[src/rtl/lsu_mem_ctrl.sv]
// ---------------------------------------------------------------------------
// lsu_mem_ctrl
//
// Load/store controller that sits between the execute stage and the data
// BRAM. It accepts one request at a time and derives the byte mask from
// func3 and the low address bits. It drives a single registered BRAM access,
// then waits out the BRAM read latency. For a load, it hands the raw word,
// func3 and byte mask to the byte-extraction stage. Misaligned requests and
// requests with an illegal func3 are rejected with an err pulse and never
// reach the BRAM.
//
// Ports:
//   clk, rst_n        clock (rising edge), asynchronous active-low reset
//   req_valid/ready   request handshake; ready only while idle
//   req_we            1 = store, 0 = load
//   req_func3         RV32I load/store func3
//   req_addr          byte address (upper bits beyond the BRAM wrap)
//   req_wdata         store data (rs2)
//   bram_en/we/addr/wdata, bram_rdata   BRAM port
//   rd_valid          pulse: rd_data/rd_func3/rd_byte_mask valid
//   rd_data           raw BRAM word, unshifted
//   rd_func3          func3 of the completed load
//   rd_byte_mask      byte mask of the completed load
//   st_done           pulse: store written
//   err               pulse: misaligned or illegal access, no BRAM access
//   busy              ~req_ready, stalls the pipeline
// ---------------------------------------------------------------------------
module lsu_mem_ctrl #(
  parameter int ADDR_WIDTH   = 10,
  parameter int BRAM_LATENCY = 1
) (
  input  logic                  clk,
  input  logic                  rst_n,
  input  logic                  req_valid,
  output logic                  req_ready,
  input  logic                  req_we,
  input  logic [2:0]            req_func3,
  input  logic [31:0]           req_addr,
  input  logic [31:0]           req_wdata,
  output logic                  bram_en,
  output logic [3:0]            bram_we,
  output logic [ADDR_WIDTH-1:0] bram_addr,
  output logic [31:0]           bram_wdata,
  input  logic [31:0]           bram_rdata,
  output logic                  rd_valid,
  output logic [31:0]           rd_data,
  output logic [2:0]            rd_func3,
  output logic [3:0]            rd_byte_mask,
  output logic                  st_done,
  output logic                  err,
  output logic                  busy
);

  typedef enum logic [1:0] {
    IDLE,
    ACCESS,
    WAIT,
    RESP
  } state_e;

  state_e                state_q, state_d;
  logic                  we_q, we_d;
  logic [2:0]            func3_q, func3_d;
  logic [3:0]            mask_q, mask_d;
  logic [1:0]            cnt_q, cnt_d;

  logic                  bram_en_q, bram_en_d;
  logic [3:0]            bram_we_q, bram_we_d;
  logic [ADDR_WIDTH-1:0] bram_addr_q, bram_addr_d;
  logic [31:0]           bram_wdata_q, bram_wdata_d;
  logic                  rd_valid_q, rd_valid_d;
  logic [31:0]           rd_data_q, rd_data_d;
  logic [2:0]            rd_func3_q, rd_func3_d;
  logic [3:0]            rd_mask_q, rd_mask_d;
  logic                  st_done_q, st_done_d;
  logic                  err_q, err_d;

  logic [1:0]            byte_off;
  logic [3:0]            req_mask;
  logic                  req_bad;
  logic [31:0]           wdata_rep;
  logic                  unused_addr_bits;

  assign byte_off = req_addr[1:0];

  // Address bits above the BRAM word address are ignored, so accesses wrap.
  assign unused_addr_bits = ^req_addr[31:ADDR_WIDTH+2];

  // Request decode: byte mask, lane-replicated store data and legality.
  // func3[1:0] carries the access size; func3[2] is the unsigned flag,
  // which only exists for byte and half loads.
  always_comb begin
    req_mask  = 4'b0000;
    req_bad   = 1'b0;
    wdata_rep = req_wdata;
    case (req_func3[1:0])
      2'b00: begin
        req_mask  = 4'b0001 << byte_off;
        wdata_rep = {4{req_wdata[7:0]}};
      end
      2'b01: begin
        req_mask  = byte_off[1] ? 4'b1100 : 4'b0011;
        wdata_rep = {2{req_wdata[15:0]}};
        req_bad   = byte_off[0];
      end
      2'b10: begin
        req_mask = 4'b1111;
        req_bad  = (byte_off != 2'b00);
      end
      default: req_bad = 1'b1;
    endcase
    if (req_we && req_func3[2]) begin
      req_bad = 1'b1;
    end
    if (req_func3 == 3'b110) begin
      req_bad = 1'b1;
    end
  end

  // Next-state and registered-output logic. The BRAM strobes, st_done and
  // err are pulses, so they default to zero each cycle. The rd_* fields hold
  // until the next load completes.
  always_comb begin
    state_d      = state_q;
    we_d         = we_q;
    func3_d      = func3_q;
    mask_d       = mask_q;
    cnt_d        = cnt_q;
    bram_en_d    = 1'b0;
    bram_we_d    = 4'b0000;
    bram_addr_d  = '0;
    bram_wdata_d = 32'h0;
    st_done_d    = 1'b0;
    err_d        = 1'b0;
    rd_valid_d   = 1'b0;
    rd_data_d    = rd_data_q;
    rd_func3_d   = rd_func3_q;
    rd_mask_d    = rd_mask_q;

    case (state_q)
      IDLE: begin
        if (req_valid) begin
          if (req_bad) begin
            err_d = 1'b1;
          end else begin
            state_d     = ACCESS;
            we_d        = req_we;
            func3_d     = req_func3;
            mask_d      = req_mask;
            bram_en_d   = 1'b1;
            bram_addr_d = req_addr[ADDR_WIDTH+1:2];
            if (req_we) begin
              bram_we_d    = req_mask;
              bram_wdata_d = wdata_rep;
              st_done_d    = 1'b1;
            end
          end
        end
      end

      // A one-cycle latency BRAM already has data in the cycle after ACCESS.
      // In that case WAIT has zero cycles to count, so ACCESS goes straight
      // to RESP.
      ACCESS: begin
        if (we_q) begin
          state_d = IDLE;
        end else if (BRAM_LATENCY > 1) begin
          state_d = WAIT;
          cnt_d   = 2'(BRAM_LATENCY - 1);
        end else begin
          state_d = RESP;
        end
      end

      WAIT: begin
        if (cnt_q <= 2'd1) begin
          state_d = RESP;
        end else begin
          cnt_d = cnt_q - 2'd1;
        end
      end

      RESP: begin
        state_d    = IDLE;
        rd_valid_d = 1'b1;
        rd_data_d  = bram_rdata;
        rd_func3_d = func3_q;
        rd_mask_d  = mask_q;
      end

      default: state_d = IDLE;
    endcase
  end

  // State and output registers; reset discards any in-flight access.
  always_ff @(posedge clk or negedge rst_n) begin
    if (!rst_n) begin
      state_q      <= IDLE;
      we_q         <= 1'b0;
      func3_q      <= 3'b000;
      mask_q       <= 4'b0000;
      cnt_q        <= 2'd0;
      bram_en_q    <= 1'b0;
      bram_we_q    <= 4'b0000;
      bram_addr_q  <= '0;
      bram_wdata_q <= 32'h0;
      st_done_q    <= 1'b0;
      err_q        <= 1'b0;
      rd_valid_q   <= 1'b0;
      rd_data_q    <= 32'h0;
      rd_func3_q   <= 3'b000;
      rd_mask_q    <= 4'b0000;
    end else begin
      state_q      <= state_d;
      we_q         <= we_d;
      func3_q      <= func3_d;
      mask_q       <= mask_d;
      cnt_q        <= cnt_d;
      bram_en_q    <= bram_en_d;
      bram_we_q    <= bram_we_d;
      bram_addr_q  <= bram_addr_d;
      bram_wdata_q <= bram_wdata_d;
      st_done_q    <= st_done_d;
      err_q        <= err_d;
      rd_valid_q   <= rd_valid_d;
      rd_data_q    <= rd_data_d;
      rd_func3_q   <= rd_func3_d;
      rd_mask_q    <= rd_mask_d;
    end
  end

  assign req_ready    = (state_q == IDLE);
  assign busy         = ~req_ready;
  assign bram_en      = bram_en_q;
  assign bram_we      = bram_we_q;
  assign bram_addr    = bram_addr_q;
  assign bram_wdata   = bram_wdata_q;
  assign st_done      = st_done_q;
  assign err          = err_q;
  assign rd_valid     = rd_valid_q;
  assign rd_data      = rd_data_q;
  assign rd_func3     = rd_func3_q;
  assign rd_byte_mask = rd_mask_q;

endmodule

[config.mk]
export PLATFORM = sky130hd
export DESIGN_NAME = lsu_mem_ctrl
export DESIGN_NICKNAME = d
export VERILOG_FILES = /design/src/rtl/lsu_mem_ctrl.sv
export SDC_FILE = /design/constraint.sdc
export NUM_CORES = 1
export LEC_CHECK = 0
export ABC_AREA = 1
export CAP_MARGIN = 40
export CELL_PAD_IN_SITES_DETAIL_PLACEMENT = 1
export CELL_PAD_IN_SITES_GLOBAL_PLACEMENT = 2
export CORE_ASPECT_RATIO = 1.5
export CORE_MARGIN = 3
export CORE_UTILIZATION = 23
export DETAILED_ROUTE_END_ITERATION = 7
export MAX_ROUTING_LAYER = met4
export PLACE_DENSITY_LB_ADDON = 0.1
export SLEW_MARGIN = 20
export SYNTH_ARGS = -nofsm -noshare
export SYNTH_HDL_FRONTEND = slang
export SYNTH_SLANG_ARGS = --single-unit
[constraint.sdc]
create_clock -name clk -period 1.4 [get_ports clk]
set_input_delay 0.28 -clock clk [delete_from_list [all_inputs] [get_ports clk]]
set_output_delay 0.28 -clock clk [all_outputs]
set_load 0.01 [all_outputs]
**Word level (Yosys, flattened, before mapping)**

Index checks and enable logic that the tools add are counted.

- Word-level logic and storage cells: 70
- Input port bits: 103
- Output and inout port bits: 91
- Flip-flop bits (word level): 101

- Mux-type cells: 33
- $lt $le $gt $ge: 1
- Equality and inequality tests: 9
- Reductions and logical operators: 7
- Shift operators: 1
- Add/subtract/negate cells: 1
- Bitwise logic cells: 3

Operators by type and width:

| cell | number |
|---|---|
| 32-bit two-way mux | 4 |
| 32-bit one-hot mux with 2 select lines | 1 |
| 10-bit two-way mux | 3 |
| 4-bit two-way mux | 5 |
| 1-bit two-way mux | 13 |
| 4-bit one-hot mux with 3 select lines | 1 |
| 2-bit two-way mux | 4 |
| 2-bit one-hot mux with 4 select lines | 1 |
| 2-bit == test (second input constant) | 3 |
| 2-bit != test (second input constant) | 3 |
| 3-bit AND reduction | 2 |
| 2-bit by 1-bit == test with 1-bit output (second input constant) | 2 |
| 2-bit zero test | 2 |
| 1-bit by 2-bit left shift with 4-bit output (first input constant) | 1 |
| 3-bit == test (second input constant) | 1 |
| 1-bit inverter | 3 |
| 1-bit one-hot mux with 3 select lines | 1 |
| 2-bit by 1-bit <= comparator with 1-bit output (second input constant) | 1 |
| 2-bit AND reduction | 1 |
| 2-bit nonzero test | 1 |
| 2-bit by 1-bit subtractor with 2-bit output (second input constant) | 1 |
| 1-bit logical AND | 1 |

**Logic depth before layout (Yosys ltp)**

- Depth in word-level cells: 7
- Gate-level depth with buffers: 8
- Mapped depth without buffers: 7

**Least setup slack after synthesis**

OpenSTA, ideal clock, no wires.

- Kind: register to register
- From: register state_q[0]
- To: register mask_q[3]
- Period minus slack after synthesis: 1.313 ns
- Setup slack: 0.087 ns
- Data arrival time: 1.195 ns
- Stages on the path, launching flop included: 8
- Library setup time: 0.118 ns
- Buffers on the path: 1
- Required time: 1.282 ns
- Cell sequence: dfrtp_1 > inv_1 > nand2_1 > nor2_8 > nand3_4 > buf_2 > nand2_1 > nand2_1

- Word-level cells in the longest chain between the ends: 2

RTL lines:

| item | RTL line | RTL |
|---|---|---|
| start, declared | 61 | `state_e state_q, state_d;` |
| start signal, assigned | 214 | `state_q <= state_d;` |
| 2-bit zero test | 140 | `case (state_q)` |
| 3-bit AND reduction (no line) | n/a |  |
| end signal, assigned | 217 | `mask_q <= mask_d;` |
| end, declared | 64 | `logic [3:0] mask_q, mask_d;` |

No other way between the ends.
A chain may end at the register's enable or synchronous reset.

**Final worst setup path**

- From: register state_q[1]
- To: output busy

- Word-level cells in the longest chain between the ends: 2

RTL lines:

| item | RTL line | RTL |
|---|---|---|
| 2-bit zero test | 232 | `assign req_ready = (state_q == IDLE);` |
| 1-bit inverter | 233 | `assign busy = ~req_ready;` |
| end, declared | 51 | `output logic busy` |

No other way between the ends.

==> metrics.txt <==
status complete, no violations; Root Buffer clkbuf_16; total wire length 12500 um; core area 0.0169 mm2; Yosys top cell by area dfrtp_1; num ports 194; maximum VDD drop 0.787 mV; element type at the critical path start flop; gr usage total 13.9%; n_diodes 0; Worst Tran Pin Value 0.456 ns; Ys Warns 0; CP max FO 3; Synth Instances 437; Worst R2R Path Depth 7; post-place setup slack -0.304 ns; Reg2Reg Capture Point bram_wdata[19]; top post-synthesis cells by area dfrtp_1 63%, nand2_1 15%, nor2_1 4.8%, inv_1 3.8%, o211ai_1 1.5%; Synth top area share 63.0%; largest net degree at the start of global routing 40; first-pass GRT wire length 20300 um; Leak 3.59 nW; Pwr Density 1550 mW/mm2; Clock Path Buffers 2; row count 58; post-DR vias/cell 4.19; post-route DRC violation count 0; f_max 721 MHz; Routed Antenna Nets 0; Critical Path Sink Type output pin; vias in the first global route 3986; worst skew pair latency 0.35 ns; I/O Buffers 173; Setup-failing EPs final 0; max_cap viols 0; Clock Skew 0.00673 ns; Final nets 740; CTS Buf Count 9; RSZ-0062 raised after global routing yes; RePlAce Congestion 0.762; Final WS setup 0.0125 ns; worst min-delay path class in2async; GR Overflow Total 0; critical path arrival 1.11 ns; Max Slew Vio Count 0; Min Clock Period, post-route 1.39 ns; CTS sink cnt 101; Hold WS 0.427 ns; share of layout cells above drive strength 1 13.4%; crit share post-route 99.1%; synthesized area 0.00401 mm2; die area 0.0191 mm2; width of the die 114 um; TritonCTS clock tree built; DRT Pass-1 Iters 4; net count of the mapped netlist 541; H-tree levels 3; Vias 3566; die height 168 um; DPL Wire Length 9560 um; Area Growth Syn to Fin 62.0%; Crit path required time 1.12 ns; number of antenna violations at the first check in global routing 0; DR iter-0 viols 81; Netlist cell types 25; mean post-synth cell area 9.18 um2; slew margin rel. 69.6%; routed length per placed instance 14.6 um; critical path class reg2out; Hold Vio Cnt, Final 0; Synth Register Bits 101; Reg2Reg Setup Slack 0.08 ns; CTS clk-pin slew, worst paths 0.07 ns; sequential cell area fraction in the yosys report 63.0%; FF-to-FF Start state_q[1]; Initial Utilization 23.7%
layout make-up:
| type | instances | area [um2] |
|---|---|---|
| Clock inverter | 6 | 68.8 |
| Timing Repair Buffer | 206 | 1980 |
| Sequential cell | 101 | 2530 |
| Fill cell | 1985 | 10400 |
| Inverter | 43 | 161 |
| Multi-Input combinational cell | 275 | 1260 |
| Clock buffer | 10 | 239 |
| Tap cell | 210 | 263 |
where the power goes:
part | internal [mW] | leakage, nW | total [mW] | switching [mW]
Sequential | 3.65 | 1.33 | 4.00 | 0.345
Combinational | 1.60 | 2.11 | 3.50 | 1.90
Clock | 1.45 | 0.150 | 2.60 | 1.15
cell families after synthesis:
family	count (synthesis)	share of synthesized area [%]
buffers and inverters	61	6.71
DFF	101	63.0
xor gates and xnor gates	1	0.218
and+or+nand+nor	245	25.7
AOI/OAI and AO/OA	28	4.05
adders and majority gates	1	0.312
flip-flops by register name, summed over array words and instances (netlist names):
| register | count |
|---|---|
| bram_addr | 10 |
| state_q | 2 |
| bram_we | 4 |
| err | 1 |
| rd_data | 32 |
| rd_byte_mask | 4 |
| func3_q | 3 |
| bram_en | 1 |
| mask_q | 4 |
| st_done | 1 |
| we_q | 1 |
| rd_valid | 1 |
| bram_wdata | 32 |
| cnt_q | 2 |
| rd_func3 | 3 |
critical path, stage by stage (launching register included):
cell     delay, ns
dfrtp_1       0.39
inv_2         0.09
nand2_4       0.06
buf_6         0.11
buf_6         0.11
per-layer routing:
layer	wire length [um]	GRT usage, %	vias to the layer above
met1	4900	15.6	1712
met4	121	4.50	0
met5	0	-	-
li1	-	-	1727
met2	6610	24.1	114
met3	828	3.25	13
worst max-delay path by stage:
stage | start | to | cells after the start
after floorplan | state_q[0] | mask_q[3] | 7
after global placement | req_func3[1] | bram_wdata[29] | 7
after detailed placement | req_func3[0] | bram_wdata[17] | 8
after CTS | state_q[1] | busy | 4
after global routing | state_q[1] | busy | 4
final | state_q[1] | busy | 4
Yosys cell counts:
master    number
ha_1           1
buf_2          5
nor2_2         9
inv_1         41
buf_6          4
o211ai_1       8
inv_2          2
nor2_4         1
buf_4          1
nor3_1         4
nand4_4        1
nor2_8         1
nand4_1        7
nand3_1        1
buf_1          2
nor2_1        51
nand2_2        4
nand2_1      165
a21boi_0       1
clkbuf_1       6
a21oi_1       10
dfrtp_1      101
o21ai_0        9
nand3_4        1
xnor2_1        1
stage by stage:
stage	util [%]	TNS, ns	instances	power [mW]	cell area, um2
6_report	38.4	0	851	10.1	6500
5_1_grt	38.4	-0.0478	851	10.9	6500
4_1_cts	38.1	-0.0101	851	10.3	6440
3_5_place_dp	36.8	-14.87	833	8.03	6230
3_3_place_gp	36.8	-12.77	833	7.90	6230
2_1_floorplan	-	0	437	5.68	4010
what timing repair did:
item                                    4_1_cts  5_1_grt
hold endpoints to repair                     26        0
buffers inserted                              1        0
gates resized for setup                     102       16
hold buffers                                  1        0
cloned                                        0        0
pin swaps                                     1        2
endpoints found under the setup margin       91       27
placed cells by master (no fill, tap or decap), drive strengths merged:
cell,instances
buf,35
clkbuf,10
bufinv,1
dlymetal6s2s,1
clkdlybuf4s50,80
dlygate4sd2,89
nor3,4
o211ai,8
dfrtp,101
nor2,62
a21oi,10
nand4,8
a21boi,1
clkinvlp,1
o21ai,9
ha,1
dlygate4sd3,1
nand3,2
xnor2,1
inv,46
nand2,169
clkinv,1
Note: power is estimated with default switching activity, not from simulation.
